<file path="config.mk">
export PLATFORM = sky130hd
export DESIGN_NAME = alu_controller_mdu
export DESIGN_NICKNAME = d
export VERILOG_FILES = /design/src/rtl/alu_controller_mdu.sv
export SDC_FILE = /design/constraint.sdc
export NUM_CORES = 1
export LEC_CHECK = 0
export CAP_MARGIN = 10
export CELL_PAD_IN_SITES_DETAIL_PLACEMENT = 0
export CELL_PAD_IN_SITES_GLOBAL_PLACEMENT = 1
export CORE_ASPECT_RATIO = 1.1
export CORE_MARGIN = 10
export CORE_UTILIZATION = 48
export DETAILED_ROUTE_END_ITERATION = 7
export GPL_ROUTABILITY_DRIVEN = 1
export PLACE_DENSITY_LB_ADDON = 0.1
export SLEW_MARGIN = 20
export SYNTH_ARGS = -nofsm -noshare
export SYNTH_HDL_FRONTEND = slang
export SYNTH_SLANG_ARGS = --single-unit
</file>
<file path="constraint.sdc">
create_clock -name clk -period 7.2 [get_ports clk]
set_clock_uncertainty 0.2 [all_clocks]
set_input_delay 1.44 -clock clk [delete_from_list [all_inputs] [get_ports clk]]
set_output_delay 1.44 -clock clk [all_outputs]
set_load 0.005 [all_outputs]
</file>
<file path="src/rtl/alu_controller_mdu.sv">
// alu_controller_mdu
//   EX-stage ALU control for an RV32I core extended with RV32M.  Decodes
//   ALUOp/Funct3/Funct7 into the 4-bit ALU operation code and runs an iterative
//   multiply/divide unit (MDU) that stalls the pipeline while it computes.
//
//   Ports
//     clk, rst_n     clock (rising edge), asynchronous active-low reset
//     ALUOp[1:0]     00 load/store/auipc/jalr, 01 branch, 10 R/I-type, 11 jal/lui
//     Funct7, Funct3 instruction fields instr[31:25], instr[14:12]
//     IsImm          I-type ALU instruction (Funct7 only meaningful for SRAI)
//     MdValid        EX holds a valid, non-flushed instruction
//     Flush          synchronous abort of any MDU operation
//     OpA, OpB       rs1/rs2 operands, sampled when the MDU accepts
//     Operation      combinational ALU op code
//     MdSel          writeback takes MdResult instead of the ALU result
//     Stall          hold PC/IF/ID/EX while the MDU is busy
//     MdDone         one-cycle pulse, MdResult valid
//     MdResult       MDU result, held until the next completion
module alu_controller_mdu #(
   parameter int XLEN   = 32,
   parameter int UNROLL = 1
) (
   input  logic            clk,
   input  logic            rst_n,
   input  logic [1:0]      ALUOp,
   input  logic [6:0]      Funct7,
   input  logic [2:0]      Funct3,
   input  logic            IsImm,
   input  logic            MdValid,
   input  logic            Flush,
   input  logic [XLEN-1:0] OpA,
   input  logic [XLEN-1:0] OpB,
   output logic [3:0]      Operation,
   output logic            MdSel,
   output logic            Stall,
   output logic            MdDone,
   output logic [XLEN-1:0] MdResult
);

   localparam int STEPS = XLEN / UNROLL;
   localparam int CNT_W = (STEPS > 1) ? $clog2(STEPS) : 1;

   typedef enum logic [1:0] {S_IDLE, S_CALC, S_FIX, S_DONE} state_t;

   state_t            state_q, state_d;
   logic [CNT_W-1:0]  cnt_q, cnt_d;
   logic [XLEN-1:0]   a_q, a_d;      // multiplicand or divisor magnitude
   logic [XLEN-1:0]   hi_q, hi_d;    // product high half / partial remainder
   logic [XLEN-1:0]   lo_q, lo_d;    // multiplier -> product low / dividend -> quotient
   logic [2:0]        f3_q, f3_d;
   logic              neg_q, neg_d;  // product / quotient must be negated
   logic              negr_q, negr_d; // remainder must be negated
   logic [XLEN-1:0]   res_q, res_d;

   function automatic logic [XLEN-1:0] cneg(input logic en, input logic [XLEN-1:0] v);
      return en ? (~v + 1'b1) : v;
   endfunction

   function automatic logic [2*XLEN-1:0] cneg2(input logic en, input logic [2*XLEN-1:0] v);
      return en ? (~v + 1'b1) : v;
   endfunction

   // Request decode and operand preparation
   logic            is_m, accept, is_div, a_signed, b_signed, a_neg, b_neg;
   logic            div_zero, div_ovf, special;
   logic [XLEN-1:0] a_mag, b_mag, special_res;

   assign is_m     = (ALUOp == 2'b10) && !IsImm && (Funct7 == 7'b0000001);
   assign accept   = (state_q == S_IDLE) && MdValid && is_m && !Flush;
   assign is_div   = Funct3[2];
   // Unsigned rs1: mulhu, divu, remu.  Unsigned rs2: additionally mulhsu.
   assign a_signed = !(Funct3 == 3'b011 || Funct3 == 3'b101 || Funct3 == 3'b111);
   assign b_signed = a_signed && (Funct3 != 3'b010);
   assign a_neg    = a_signed && OpA[XLEN-1];
   assign b_neg    = b_signed && OpB[XLEN-1];
   assign a_mag    = cneg(a_neg, OpA);
   assign b_mag    = cneg(b_neg, OpB);

   assign div_zero = is_div && (OpB == '0);
   assign div_ovf  = is_div && !Funct3[0] && (OpA == {1'b1, {(XLEN-1){1'b0}}}) && (OpB == '1);
   assign special  = div_zero || div_ovf;

   always_comb begin
      special_res = '0;
      if (div_zero)
         special_res = Funct3[1] ? OpA : '1;
      else if (div_ovf)
         special_res = Funct3[1] ? '0 : OpA;
   end

   // Iteration: UNROLL shift-add or restoring-divide steps per cycle
   logic [XLEN-1:0] hi_v, lo_v;
   logic [XLEN:0]   sum_v;

   always_comb begin
      hi_v  = hi_q;
      lo_v  = lo_q;
      sum_v = '0;
      for (int i = 0; i < UNROLL; i++) begin
         if (!f3_q[2]) begin
            sum_v = {1'b0, hi_v} + (lo_v[0] ? {1'b0, a_q} : {(XLEN+1){1'b0}});
            lo_v  = {sum_v[0], lo_v[XLEN-1:1]};
            hi_v  = sum_v[XLEN:1];
         end else begin
            sum_v = {hi_v, lo_v[XLEN-1]};
            lo_v  = {lo_v[XLEN-2:0], 1'b0};
            if (sum_v >= {1'b0, a_q}) begin
               sum_v    = sum_v - {1'b0, a_q};
               lo_v[0]  = 1'b1;
            end
            hi_v  = sum_v[XLEN-1:0];
         end
      end
   end

   // Sign correction and result selection
   logic [2*XLEN-1:0] prod_s;
   logic [XLEN-1:0]   quo_s, rem_s, fix_res;

   assign prod_s = cneg2(neg_q, {hi_q, lo_q});
   assign quo_s  = cneg(neg_q, lo_q);
   assign rem_s  = cneg(negr_q, hi_q);

   always_comb begin
      if (f3_q[2])
         fix_res = f3_q[1] ? rem_s : quo_s;
      else if (f3_q[1:0] == 2'b00)
         fix_res = prod_s[XLEN-1:0];
      else
         fix_res = prod_s[2*XLEN-1:XLEN];
   end

   // FSM: state register
   always_ff @(posedge clk or negedge rst_n) begin
      if (!rst_n)
         state_q <= S_IDLE;
      else
         state_q <= state_d;
   end

   // FSM: next state
   always_comb begin
      state_d = state_q;
      if (Flush) begin
         state_d = S_IDLE;
      end else begin
         case (state_q)
            S_IDLE: if (accept) state_d = special ? S_DONE : S_CALC;
            S_CALC: if (cnt_q == '0) state_d = S_FIX;
            S_FIX:  state_d = S_DONE;
            S_DONE: state_d = S_IDLE;
            default: state_d = S_IDLE;
         endcase
      end
   end

   // FSM: outputs
   always_comb begin
      Stall  = MdValid && is_m && (state_q != S_DONE) && !Flush;
      MdDone = (state_q == S_DONE) && !Flush;
      MdSel  = is_m;
   end

   assign MdResult = res_q;

   // Datapath next state
   always_comb begin
      cnt_d  = cnt_q;
      a_d    = a_q;
      hi_d   = hi_q;
      lo_d   = lo_q;
      f3_d   = f3_q;
      neg_d  = neg_q;
      negr_d = negr_q;
      res_d  = res_q;
      if (accept) begin
         f3_d   = Funct3;
         a_d    = is_div ? b_mag : a_mag;
         lo_d   = is_div ? a_mag : b_mag;
         hi_d   = '0;
         neg_d  = a_neg ^ b_neg;
         negr_d = a_neg;
         cnt_d  = CNT_W'(STEPS - 1);
         if (special)
            res_d = special_res;
      end else if (!Flush && state_q == S_CALC) begin
         hi_d  = hi_v;
         lo_d  = lo_v;
         cnt_d = cnt_q - CNT_W'(1);
      end else if (!Flush && state_q == S_FIX) begin
         res_d = fix_res;
      end
   end

   always_ff @(posedge clk or negedge rst_n) begin
      if (!rst_n) begin
         cnt_q  <= '0;
         a_q    <= '0;
         hi_q   <= '0;
         lo_q   <= '0;
         f3_q   <= '0;
         neg_q  <= 1'b0;
         negr_q <= 1'b0;
         res_q  <= '0;
      end else begin
         cnt_q  <= cnt_d;
         a_q    <= a_d;
         hi_q   <= hi_d;
         lo_q   <= lo_d;
         f3_q   <= f3_d;
         neg_q  <= neg_d;
         negr_q <= negr_d;
         res_q  <= res_d;
      end
   end

   // ALU operation decode
   always_comb begin
      Operation = 4'b0010;
      case (ALUOp)
         2'b00: Operation = 4'b0010;
         2'b11: Operation = 4'b1010;
         2'b01: begin
            case (Funct3)
               3'b000:  Operation = 4'b1000;
               3'b001:  Operation = 4'b1001;
               3'b100:  Operation = 4'b1100;
               3'b101:  Operation = 4'b1101;
               3'b110:  Operation = 4'b1110;
               3'b111:  Operation = 4'b1111;
               default: Operation = 4'b0010;
            endcase
         end
         default: begin
            if (is_m) begin
               Operation = 4'b0010;
            end else begin
               case (Funct3)
                  // An immediate with bit 30 set is still an add.
                  3'b000:  Operation = (!IsImm && Funct7 == 7'b0100000) ? 4'b0110 : 4'b0010;
                  3'b001:  Operation = 4'b0100;
                  3'b010:  Operation = 4'b1100;
                  3'b011:  Operation = 4'b1110;
                  3'b100:  Operation = 4'b0011;
                  3'b101:  Operation = (Funct7 == 7'b0100000) ? 4'b0111 : 4'b0101;
                  3'b110:  Operation = 4'b0001;
                  default: Operation = 4'b0000;
               endcase
            end
         end
      endcase
   end

endmodule

</file>
==> impl_results.md <==
* Final setup vio count at 0
* EDFF count, synth at 0
* Highest clock rate at 177 MHz
* Total chip power at 4.66 mW
* Synthesized flop and latch total at 140
* Max-capacitance violation count at 0
* Outcome: completed
* Area growth from synthesis to layout at 12.5%
* GRT Residual Overflow at 0
* # IOs at 120
* Yosys warnings at 0
* Cts repair resizes at 0
* Post-synthesis cell count at 2091
* Initial core utilization at 0.486
* Cell Rows at 68
* DR pass1 iterations at 6
* Avg Cell Area, Syn at 7.30 µm²
* Largest net degree at the start of global routing at 94
* Slew Limit Fails at 0
* Register area share after synthesis at 0.229
* DRC viols at 0
* Final ANT Viol Nets at 0
* Mean routed wirelength per cell at 24.4 µm
* Vias at 16.1k
* RePlAce Congestion at 0.947
* VDD IR max at 211 µV
* WP data arrival at 4.01 ns
* Layout Nets at 2260
* Root Driver: clkbuf_16
* Synth top area share at 0.229
* Clock network latency to the later pin of the worst-skew pair at 0.46 ns
* Final HPWL DP at 48600 µm
* Hold Crit Class: flip-flop to flip-flop
* DR vias/cell at 6.35
* PortBufs at 119
* # Post-CTS Setup Buffers at 0
* Diodes inserted at 0
* Die height at 207 µm
* Leak at 6.82 nW
* Crit end category: output pin
* Clock sinks at 140
* Area leader, netlist: dfrtp_1
* Initial antenna violation count at 1
* Worst endpoint required time at 5.56 ns
* CP Launch Type: primary input
* Core Footprint at 31400 µm²
* TritonCTS clock tree: done
* DRT Wirelength at 61800 µm
* CTS clk-pin slew, worst paths at 0.07 ns
* Syn nets at 2249
* Setup Total Neg Slack at 0 ns
* Distinct cells, synth at 77
* Final min period at 5.65 ns
* Clk buf depth at 2
* CTS Buf Count at 17
* Hold buffers post-CTS at 0
* Synth Flop Type: dfrtp_1
* Post-synthesis cell area at 15300 µm²
* Final hold vios at 0
* Area contributors post-synth: dfrtp_1, o21ai_0, xnor2_1
* Slew margin rel. at 0.203
* Setup CP Type: primary input to output pin
* Asr flop ratio synth at 1.00
* Initial DRC Count at 1561
* Die ar. at 39400 µm²
* Max Fanout on Critical Path at 9
* Gr usage total at 0.304
* CTS H-tree depth at 4
* RSZ-0062 raised after global routing: no
* WHS at 0.280 ns
* Share of post-route cells with drive strength above 1 at 0.0435
* Die X at 190 µm
* Worst Tran Pin Value at 1.19 ns
* Final Cycle Share at 0.784
* PwrDens at 271 nW/µm²
* Vias in the first global route at 15.4k
* First-pass GRT wire length at 93900 µm
flip-flops by register name (all words and copies together) (netlist names):
name	flops
MdResult	32
a_q	32
hi_q	32
lo_q	32
cnt_q	5
f3_q	3
state_q	2
neg_q	1
negr_q	1
logic make-up after synthesis:
group           count (synthesis)  synth area share
compound gates                703             0.284
simple gates                  688             0.214
buf+inv                       225            0.0560
xor+xnor                      200             0.115
flops                         140             0.229
fa+ha+maj                      77            0.0641
mux                            58            0.0382
where the power goes:
part           internal [mW]  switching [mW]  total [mW]
sequential             0.926           0.276        1.20
clock                  0.454           0.434       0.888
combinational          0.940            1.63        2.57
placed cells by master, fill, tap and decap left out, types with 18 or more instances in the layout:
cell type / n
ha_1: 75
dfrtp_1: 138
a211oi_1: 20
nand2b_1: 20
nor4_1: 18
a22oi_1: 18
buf_4: 27
a21oi_1: 166
a21o_1: 27
nor2_1: 198
nand2_1: 228
o21ai_0: 263
xnor2_1: 117
or4_1: 22
inv_1: 72
nor3_1: 34
nand4_1: 28
clkdlybuf4s50_1: 117
o31ai_1: 26
xor2_1: 83
mux2i_1: 56
o211ai_1: 38
nand3_1: 36
routing by layer:
metal	wire length, µm	global-route usage
met5	7	0
met4	2210	0.111
met3	4260	0.0536
met2	29500	0.509
met1	25800	0.381
stage by stage:
stage                      util  setup WS (ns)  cells  area [µm²]
after floorplan               -           2.64   2091       15300
after CTS                 0.547           1.55   2535       17200
final                     0.547           1.55   2535       17200
after detailed placement  0.529           1.56   2503       16600
after global placement    0.529           1.57   2503       16600
after global routing      0.547           1.34   2535       17200
critical path, cell delays in order:
cell	delay [ns]
clkdlybuf4s50_1	0.39
or4_1	0.57
nor4_2	0.66
nor2b_1	0.16
nand2_1	0.11
nand2_1	0.05
nand2_1	0.05
o21ai_0	0.08
clkdlybuf4s50_1	0.49
Yosys cell counts (5+ instances only):
cell type / number
a21boi_0: 8
a22oi_1: 18
o21ai_0: 263
mux2i_1: 56
xnor2_1: 117
xor2_1: 83
nor3_1: 34
buf_1: 11
o221ai_1: 14
clkbuf_1: 139
nand3_1: 36
nor2b_1: 15
o41ai_1: 15
nand4_1: 28
inv_1: 72
a211oi_1: 20
a21oi_1: 168
or3b_2: 5
o21bai_1: 6
nand3b_1: 5
nand2b_1: 20
a21o_1: 27
o22ai_1: 12
nor2_1: 199
a31oi_1: 11
or4_1: 22
nor4_1: 19
o31a_1: 6
or2_2: 9
a41oi_1: 12
or3_1: 17
a211o_1: 7
dfrtp_1: 140
o21a_1: 12
a221o_1: 6
o211ai_1: 38
nand2_1: 229
and3_1: 13
ha_1: 75
and4_1: 6
o31ai_1: 26
and2_1: 12
path summary, 6_finish.rpt:
path / slack, ns / to / depth (start not counted) / start
worst max-delay path: 1.55 / Operation[0] / 9 / Funct7[4]
worst min-delay path: 0.28 / a_q[28]$_DFFE_PN0P_ / 2 / a_q[28]$_DFFE_PN0P_
worst max register to register: 2.57 / hi_q[16]$_DFFE_PN0P_ / 13 / lo_q[31]$_DFFE_PN0P_
worst min register to register: 0.28 / a_q[28]$_DFFE_PN0P_ / 2 / a_q[28]$_DFFE_PN0P_
max in group asynchronous: 4.57 / a_q[23]$_DFFE_PN0P_ / 2 / rst_n
min in group asynchronous: 0.77 / state_q[0]$_DFFE_PN0P_ / 1 / rst_n
layout make-up:
class / count / area [µm²]
Clock buffer: 18 / 429
Clock inverter: 14 / 125
Fill cell: 3049 / 14200
Inverter: 72 / 270
Multi-Input combinational cell: 1726 / 10900
Sequential cell: 140 / 3510
Tap cell: 420 / 526
Timing Repair Buffer: 145 / 1390
Power figures use the tool's default switching activity.
